`config.mk`:
```
export PLATFORM = sky130hd
export DESIGN_NAME = idma_desc64_reg_submitter
export DESIGN_NICKNAME = d
export VERILOG_FILES = /design/src/rtl/idma_desc64_reg_submitter.sv
export SDC_FILE = /design/constraint.sdc
export NUM_CORES = 1
export LEC_CHECK = 0
export ABC_AREA = 1
export CAP_MARGIN = 30
export CELL_PAD_IN_SITES_DETAIL_PLACEMENT = 0
export CELL_PAD_IN_SITES_GLOBAL_PLACEMENT = 1
export CORE_UTILIZATION = 41
export CTS_BUF_LIST = sky130_fd_sc_hd__clkbuf_4
export CTS_CLUSTER_DIAMETER = 200
export CTS_CLUSTER_SIZE = 12
export DETAILED_ROUTE_END_ITERATION = 8
export GPL_ROUTABILITY_DRIVEN = 0
export PLACE_DENSITY_LB_ADDON = 0.15
export SYNTH_ARGS = -nofsm -noshare
export SYNTH_HDL_FRONTEND = slang
export SYNTH_SLANG_ARGS = --single-unit
```
`constraint.sdc`:
```
create_clock -name clk_i -period 5.2 [get_ports clk_i]
set_input_delay 1.04 -clock clk_i [delete_from_list [all_inputs] [get_ports clk_i]]
set_output_delay 1.04 -clock clk_i [all_outputs]
set_load 0.02 [all_outputs]
```
`src/rtl/idma_desc64_reg_submitter.sv`:
```
// Register-bus initiator that feeds buffered 64-bit descriptor addresses
// into the desc64 frontend DESC_ADDR register, one write per address.

package idma_desc64_reg_submitter_pkg;
    typedef struct packed {
        logic [31:0] addr;
        logic        write;
        logic [63:0] wdata;
        logic [7:0]  wstrb;
        logic        valid;
    } reg_req_t;

    typedef struct packed {
        logic [63:0] rdata;
        logic        error;
        logic        ready;
    } reg_rsp_t;
endpackage

// state | meaning
// IDLE  | no request on the bus; wait for a buffered address and en_i
// REQ   | write of the FIFO head held on the bus until the frontend accepts it
module idma_desc64_reg_submitter #(
    parameter int unsigned FifoDepth       = 4,
    parameter int unsigned TimeoutCycles   = 1024,
    parameter logic [31:0] DescAddrRegAddr = 32'h0000_0000,
    parameter type         reg_req_t       = idma_desc64_reg_submitter_pkg::reg_req_t,
    parameter type         reg_rsp_t       = idma_desc64_reg_submitter_pkg::reg_rsp_t
) (
    input  logic        clk_i,
    input  logic        rst_i,
    input  logic        en_i,
    input  logic [63:0] desc_addr_i,
    input  logic        desc_valid_i,
    output logic        desc_ready_o,
    output reg_req_t    reg_req_o,
    input  reg_rsp_t    reg_rsp_i,
    output logic [31:0] submitted_cnt_o,
    output logic        err_o,
    output logic [63:0] err_addr_o,
    output logic        err_sticky_o,
    output logic        timeout_o,
    input  logic        clear_i
);
    localparam int unsigned PtrW   = (FifoDepth > 2) ? $clog2(FifoDepth) : 1;
    localparam int unsigned CntW   = PtrW + 1;
    localparam int unsigned StallW = $clog2(TimeoutCycles + 1);

    typedef enum logic {IDLE = 1'b0, REQ = 1'b1} state_e;

    state_e            state_q, state_d;
    logic [63:0]       mem_q [FifoDepth];
    logic [PtrW-1:0]   wr_ptr_q, rd_ptr_q;
    logic [CntW-1:0]   count_q, count_d;
    logic [StallW-1:0] stall_cnt_q;
    logic              full, empty, push, pop, done, stalled;
    logic              timeout_rise, timeout_sat;
    logic [63:0]       head;
    logic              unused_rdata;

    assign unused_rdata = ^reg_rsp_i.rdata;

    assign full         = (count_q == CntW'(FifoDepth));
    assign empty        = (count_q == '0);
    assign desc_ready_o = !full;
    assign push         = desc_valid_i && !full;
    assign head         = mem_q[rd_ptr_q];
    assign done         = (state_q == REQ) && reg_rsp_i.ready;
    assign stalled      = (state_q == REQ) && !reg_rsp_i.ready;
    assign pop          = done;
    assign count_d      = count_q + CntW'(push) - CntW'(pop);

    // The rising edge of the stall count is a fresh event; the saturated
    // level re-arms the flag one cycle after a clear while still stalled.
    assign timeout_rise = stalled && (stall_cnt_q == StallW'(TimeoutCycles - 1));
    assign timeout_sat  = (state_q == REQ) && (stall_cnt_q == StallW'(TimeoutCycles));

    // FIFO storage; contents are don't-care until pointed at by count
    always_ff @(posedge clk_i) begin
        if (push) begin
            mem_q[wr_ptr_q] <= desc_addr_i;
        end
    end

    // FIFO pointers and occupancy
    always_ff @(posedge clk_i or posedge rst_i) begin
        if (rst_i) begin
            wr_ptr_q <= '0;
            rd_ptr_q <= '0;
            count_q  <= '0;
        end else begin
            if (push) wr_ptr_q <= (wr_ptr_q == PtrW'(FifoDepth - 1)) ? '0 : wr_ptr_q + 1'b1;
            if (pop)  rd_ptr_q <= (rd_ptr_q == PtrW'(FifoDepth - 1)) ? '0 : rd_ptr_q + 1'b1;
            count_q <= count_d;
        end
    end

    // FSM state register
    always_ff @(posedge clk_i or posedge rst_i) begin
        if (rst_i) state_q <= IDLE;
        else       state_q <= state_d;
    end

    // Next state and bus request; a started request is never withdrawn
    always_comb begin
        state_d   = state_q;
        reg_req_o = '0;
        unique case (state_q)
            IDLE: begin
                if (!empty && en_i) state_d = REQ;
            end
            REQ: begin
                reg_req_o.valid = 1'b1;
                reg_req_o.write = 1'b1;
                reg_req_o.addr  = DescAddrRegAddr;
                reg_req_o.wdata = head;
                reg_req_o.wstrb = 8'hFF;
                if (done && !(en_i && (count_d != '0))) state_d = IDLE;
            end
            default: state_d = IDLE;
        endcase
    end

    // Completion bookkeeping: success count, error capture and sticky flag
    always_ff @(posedge clk_i or posedge rst_i) begin
        if (rst_i) begin
            submitted_cnt_o <= '0;
            err_o           <= 1'b0;
            err_addr_o      <= '0;
            err_sticky_o    <= 1'b0;
        end else begin
            err_o <= done && reg_rsp_i.error;
            if (done && !reg_rsp_i.error) submitted_cnt_o <= submitted_cnt_o + 32'd1;
            if (done && reg_rsp_i.error) begin
                err_addr_o   <= head;
                err_sticky_o <= 1'b1;
            end else if (clear_i) begin
                err_sticky_o <= 1'b0;
            end
        end
    end

    // Stall counter saturating at TimeoutCycles, and the sticky timeout flag
    always_ff @(posedge clk_i or posedge rst_i) begin
        if (rst_i) begin
            stall_cnt_q <= '0;
            timeout_o   <= 1'b0;
        end else begin
            if (stalled) begin
                if (stall_cnt_q != StallW'(TimeoutCycles)) stall_cnt_q <= stall_cnt_q + 1'b1;
            end else begin
                stall_cnt_q <= '0;
            end
            if (clear_i) timeout_o <= timeout_rise;
            else         timeout_o <= timeout_o || timeout_rise || timeout_sat;
        end
    end
endmodule
```
Word level (Yosys, flattened, before mapping):

Memory sizes are Yosys's and may differ from the RTL's.
Cells that the tools add are included.

* reductions and logical operators: 20
* bitwise operators: 1
* eq/ne operators: 7
* add/sub/neg operators: 6
* mux-type cells: 13

Operator list (number)
* two-way mux 74 bit: 1
* adder 32 x 1 -> 32 bit, second input constant: 1
* two-way mux 11 bit: 2
* adder 11 x 1 -> 11 bit, second input constant: 1
* == test 11 x 10 -> 1 bit, second input constant: 1
* == test 11 bit, second input constant: 1
* inequality test 11 bit, second input constant: 1
* logical AND 1 bit: 10
* two-way mux 1 bit: 7
* logical NOT 1 bit: 5
* adder 2 x 1 -> 2 bit, second input constant: 2
* == test 2 bit, second input constant: 2
* two-way mux 2 bit: 2
* adder 3 x 1 -> 3 bit: 1
* == test 3 bit, second input constant: 1
* logical NOT 3 bit: 1
* nonzero test 3 bit: 1
* subtractor 3 x 1 -> 3 bit: 1
* logical OR 1 bit: 2
* inequality test 2 x 1 -> 1 bit, second input constant: 1
* one-hot mux 1 bit (2 select lines): 1
* nonzero test 2 bit: 1
* NOT 1 bit: 1

* output and inout port bits: 206
* register bits after elaboration: 118
* logic and storage cells: 58
* memories kept: 1
* RAM bits: 256
* input port bits: 135

Memories
* mem_q: depth 4, width 64, read ports 1, clocked after memory_dff 0, wr ports 1, line 52 `logic [63:0] mem_q [FifoDepth];`

Logic depth before layout (Yosys ltp):

Gate-level depths: netlist (run 1).

* word-level depth: 11
* mapped depth: 13
* depth with buffers taken out: 13

Worst setup path before layout (run 1):

Ideal clock, no wire load.

* kind: input to register
* start point: in desc_valid_i
* end point: mem mem_q[0][0] (enable)
* setup slack: 808 ps
* required time: 4713 ps
* data arrival time: 3906 ps
* stages: 2
* cells stage by stage: nand2_1 > nor2_1

* longest elaborated chain between the ends: 3

RTL lines
* start, declared: line 34 `input logic desc_valid_i,`
* logical AND 1 bit: line 66 `assign push = desc_valid_i && !full;`
* two-way mux 1 bit: line 80 `if (push) begin`
* two-way mux 1 bit (not written as such): line 81 `mem_q[wr_ptr_q] <= desc_addr_i;`
* end, declared: line 52

Every way passes these cells.

==> results.yml, run 1 <==
grt:
  track_usage: 0.186
  grt_start_max_net_pins: 84
  grt_antenna_before_repair: 4
  grt_overflow: 0
  grt_pass1_wl_um: 56300
  first_global_vias: 10300
critical_path:
  critPathSlowestCell: "dfrtp_4"
  critPathBufInv: 2
  criticalPathCategory: "reg2out"
  cp_common_cell: "nand2_1"
  cp-end-kind: "output port"
  cp-start-kind: "register"
  worst_path_largest_cell_delay_ns: 0.94
  worstPathCellList: "buf_4 -> nand2_1 -> nand3_1 -> nand2_1 -> nor2_1 -> clkdlybuf4s50_1"
  critPathTopFamily: "buffers and inverters"
  critPathRequiredTime_ns: 4.16
  path_max_fanout: 70
  arrival_ns: 3.52
synthesis:
  synthTopCellsByArea: "edfxtp_1, dfrtp_1, nand2_1"
  synth-seq-cells: 374
  synthFlopType: "edfxtp_1"
  syn_inst: 1474
  synth_top_area_frac: 0.493
  synth-seq-area-share: 0.682
  yosysUniqueCellTypes: 31
  synth_edf_count: 256
  async_flop_share: 0.316
  syn_area_um2: 15600
  synth_area_leader_cell: "edfxtp_1"
  syn_avg_cell_area_um2: 10.6
  yosysWarnings: 0
clocking:
  htree_levels: 2
  cts_root_buf: "clkbuf_4"
  cts_tree: "yes"
  post_cts_buffers: 0
  holdBufCountCts: 0
  cts_max_path_buffers: 3
  cts.clk_slew.worst_paths_ns: 0.14
  clock_latency_ns: 0.68
  cts.sinks: 374
  numCtsBuffers: 37
  cts_resized: 0
sta:
  whs_ns: 0.498
  fin_worst_skew_ns: 0.0391
  period_share: 0.877
  maxSlewViolCount: 0
  clock.fmax_mhz: 219
  tightest_slew_ns: 0.946
  period_needed_ns: 4.56
  max_slew_margin: 0.369
  fin_setup_tns_ns: 0
  finalHoldViolations: 0
  fin_ws_ns: 0.639
  finalSetupViolations: 0
  rsz0062_at_grt: "no"
detailed_routing:
  vias: 10600
  vias_per_cell: 4.74
  antenna_left: 0
  wire_per_inst_um: 16.0
  drtPass1Iterations: 5
  drc: 0
  drt_wl_total_um: 35800
  drtIter0Drc: 513
hold_path:
  hold_path.class: "reg2reg"
job:
  cap_violations: 0
placed_design:
  post-place-ws_ns: 1.34
  dpl.hpwl_um: 22200
  io_buffer_count: 244
layout:
  final_cell_mix: "nand2_1, edfxtp_1, clkdlybuf4s50_1, nand3_1, dfrtp_1"
  layout_commonest_cell: "nand2_1"
  final_core_util: 0.505
  syn2layout_area_growth_pct: 21.5
  filler_cell_count: 3466
  drive_above_1_share: 0.0603
  final_nets: 1844
power:
  p_leak_nw: 7.65
  vdd_ir_drop_max_v: 0.000355
  powerDensity_nw_per_um2: 549
floorplanning:
  core-area_um2: 37600
  die_area_um2: 38800
  pin_count: 341
  rows: 71
  initial_core_util: 0.415
  dieHeight_um: 197
  die_w_um: 197
outcome:
  outcome: "completed"
[logic make-up after synthesis]
logic type	after synthesis	synth area share
and+or+nand+nor	809	0.214
DFF	374	0.682
buffers and inverters	181	0.0579
AOI/OAI and AO/OA	78	0.0253
xor gates and xnor gates	20	0.0112
adders and majority gates	11	0.00930
other	1	0.000240
[report_power, final]
part | switching [mW] | internal, mW
combinational | 2.85 | 1.78
clock | 0.936 | 0.598
sequential | 0.339 | 3.91
total | 4.13 | 6.29
[layer usage]
layer	global-route usage	vias up	routed length, um
li1	-	5265	-
met5	0	-	44
met3	0.0410	51	1960
met2	0.314	235	17200
met1	0.245	5051	15900
met4	0.0459	6	645
[synth_stat cells, types with 2 or more instances]
cell / count
o21ai_1: 7
nor2_1: 118
buf_4: 42
nand2_1: 501
nand3_1: 154
ha_1: 10
nor2_2: 5
nand3b_1: 3
nand2_2: 2
buf_6: 4
nor3_1: 7
nor2_4: 3
xnor2_1: 10
clkbuf_1: 20
edfxtp_1: 256
inv_1: 74
a21oi_1: 5
nand4_1: 13
buf_2: 29
buf_1: 11
o21ai_0: 64
dfrtp_1: 118
xor2_1: 10
[sequential cells by signal (all words and copies together) (netlist names)]
register         flops
err_o                1
err_sticky_o         1
count_q              3
state_q              1
stall_cnt_q         11
err_addr_o          64
timeout_o            1
wr_ptr_q             2
submitted_cnt_o     32
mem_q              256
rd_ptr_q             2
[tightest hold or removal path, delay by kind of cell (launching register included)]
family	cells	cell delay, ns
flip-flops	1	0.36
AO/OA/AOI/OAI	1	0.06
AND/OR/NAND/NOR	1	0.05
[final timing paths]
| kind | startpoint | end | slack [ns] | cells after the start |
|---|---|---|---|---|
| max | rd_ptr_q[0] | reg_req_o[61] | 0.64 | 6 |
| min | err_addr_o[48] | err_addr_o[48] | 0.50 | 2 |
| max reg2reg | count_q[1] | state_q | 2.59 | 13 |
| min reg2reg | err_addr_o[48] | err_addr_o[48] | 0.50 | 2 |
| max in group asynchronous | rst_i | err_addr_o[54] | 3.82 | 3 |
| min in group asynchronous | rst_i | stall_cnt_q[1] | 0.68 | 2 |
[through the flow]
stage | std cells | power, mW | cell area (um^2)
3_3_place_gp | 2167 | 8.95 | 18400
4_1_cts | 2235 | 10.6 | 19000
5_1_grt | 2236 | 11.1 | 19000
6_report | 2236 | 10.4 | 19000
2_1_floorplan | 1505 | 6.99 | 15700
3_5_place_dp | 2170 | 9.02 | 18400
[area by class of cell]
class	instances	area, um^2	area share
Timing Repair Buffer	260	2660	0.140
Antenna cell	1	2.50	0.000132
Inverter	75	292	0.0154
Clock inverter	2	41.3	0.00218
Sequential cell	374	10600	0.562
Multi-Input combinational cell	950	4210	0.222
Clock buffer	63	473	0.0249
Tap cell	511	639	0.0337
No activity file was read; power rests on OpenSTA's default activity.
==> run 2: changes to the inputs <==
Settings changed: RECOVER_POWER from default to 100.
==> run 2 against run 1 <==
Worst setup slack got worse by 0.14 ns. The run now ends with capacitance limit, slew limit left. Critical path depth fell by 2. Total power fell by 2.5%. Critical path type unchanged. Critical endpoint is now reg_req_o[21]. Utilization fell by 0.42 points. Maximum frequency fell by 3.0%. Register-to-register slack got worse by 1.6 ns. Worst hold slack got worse by 0.0052 ns. Combinational power fell by 5.8%. Clock-buffer cell count did not move. Highest routed layer unchanged. Non-clock buffer count did not move.
==> results.yml, run 2 (same netlist as run 1, synthesis figures left out) <==
critical_path:
  cp-end-kind: "output port"
  critPathRequiredTime_ns: 4.16
  arrival_ns: 3.66
  worstPathCellList: "inv_1 -> buf_4 -> nor2_1 -> dlygate4sd3_1"
  criticalPathCategory: "reg2out"
  path_max_fanout: 41
  critPathSlowestCell: "inv_1"
  worst_path_largest_cell_delay_ns: 1.24
  cp-start-kind: "register"
  critPathTopFamily: "buffers and inverters"
  critPathBufInv: 3
sta:
  period_share: 0.905
  finalSetupViolations: 0
  finalHoldViolations: 0
  max_slew_margin: -0.436
  fin_setup_tns_ns: 0
  rsz0062_at_grt: "no"
  clock.fmax_mhz: 213
  period_needed_ns: 4.70
  maxSlewViolCount: 339
  fin_ws_ns: 0.496
  fin_worst_skew_ns: 0.0342
  whs_ns: 0.493
  tightest_slew_ns: 2.15
job:
  cap_violations: 7
grt:
  first_global_vias: 10300
  track_usage: 0.186
  grt_pass1_wl_um: 56300
  grt_overflow: 0
  grt_antenna_before_repair: 15
  grt_start_max_net_pins: 84
layout:
  drive_above_1_share: 0.0505
  final_cell_mix: "nand2_1, edfxtp_1, dlygate4sd3_1, nand3_1, nor2_1"
  final_core_util: 0.500
  syn2layout_area_growth_pct: 20.5
  finish.instance_area_um2: 18800
  layout_commonest_cell: "nand2_1"
  final_nets: 1844
  largest_registers: "mem_q (256), err_addr_o (64), submitted_cnt_o (32)"
  largest-register: "mem_q"
  largest_reg_flops: 256
clocking:
  post_cts_buffers: 0
  cts.sinks: 374
  cts_root_buf: "clkbuf_4"
  cts.clk_slew.worst_paths_ns: 0.13
  holdBufCountCts: 0
  cts_resized: 0
  cts_max_path_buffers: 3
  clock_latency_ns: 0.67
  htree_levels: 2
  cts_tree: "yes"
  numCtsBuffers: 37
power:
  power_switching_mw: 4.08
  vdd_ir_drop_max_v: 0.000355
  p_leak_nw: 7.84
  power_frac_clock: 0.151
  seqPwrFrac: 0.420
  powerDensity_nw_per_um2: 540
  pwr-share-comb: 0.429
  swShare: 0.402
  p_int_mw: 6.07
detailed_routing:
  drt_wl_total_um: 35800
  drtIter0Drc: 551
  drtPass1Iterations: 5
  wire_per_inst_um: 16.0
  antenna_left: 0
  drc: 0
  vias_per_cell: 4.76
  vias: 10700
outcome:
  violations: "capacitance limit, slew limit"
  outcome: "finished, violations left"
floorplanning:
  pin_count: 341
  die_w_um: 197
  dieHeight_um: 197
  rows: 71
  initial_core_util: 0.415
  core-area_um2: 37600
  die_area_um2: 38800
placed_design:
  post-place-ws_ns: 1.34
  io_buffer_count: 244
  dpl.hpwl_um: 22200
  postPlaceCellArea_um2: 18400
hold_path:
  hold_path.class: "reg2reg"
[run 2: cell types whose count changed in the layout (fill, tap and decap cells not counted), sizes merged]
cell           change
clkinvlp           +1
diode              +7
clkbuf            +10
clkdlybuf4s50    -217
dlygate4sd3      +217
buf               -10
inv                -1
[run 2: layer usage]
metal  vias up  share of wire  track usage  wire (um)
li1       5278              -            -          -
met1      5115           0.45        0.245      16200
met2       221           0.48        0.314      17200
met3        61          0.048       0.0410       1730
met4        12          0.018       0.0459        649
met5         -         0.0021            0         77
[run 2: path summary, 6_finish.rpt]
check,depth (start not counted),slack (ns),end,start
min reg2reg,2,0.49,err_sticky_o,err_sticky_o
min,2,0.49,err_sticky_o,err_sticky_o
max,4,0.50,reg_req_o[21],state_q
max reg2reg,5,0.96,mem_q[1][53],count_q[1]
max in group asynchronous,3,1.69,err_addr_o[54],rst_i
min in group asynchronous,2,0.96,stall_cnt_q[1],rst_i
[run 2: power groups by stage]
stage	logic (mW)	registers [mW]	clock network (mW)
finish	4.36	4.26	1.53
global route	4.82	4.34	1.72
CTS	4.72	4.26	1.61
detailed placement	4.70	4.32	0
global placement	4.64	4.31	0
floorplan	2.43	4.56	0
[run 2: worst reg2reg max path, cell delays in order, from the launching register on]
cell,delay [ns]
dfrtp_1,0.44
nor2_1,0.08
nand2_1,0.08
nand2_1,0.29
nor2_1,1.69
clkbuf_2,1.24
[run 2: layout make-up]
type,count,area [um^2]
antenna,8,20.0
clock buffer,63,473
clock inverter,2,41.3
fill,3492,18800
inverter,75,288
multi-input combinational,950,4150
sequential,374,10600
tap,511,639
timing repair buffer,260,2540
[run 2: per-stage QoR]
step	cells	total power, mW
after detailed placement	2170	9.02
after global routing	2239	10.9
final	2243	10.1
after CTS	2235	10.6
after global placement	2167	8.95
after floorplan	1505	6.99
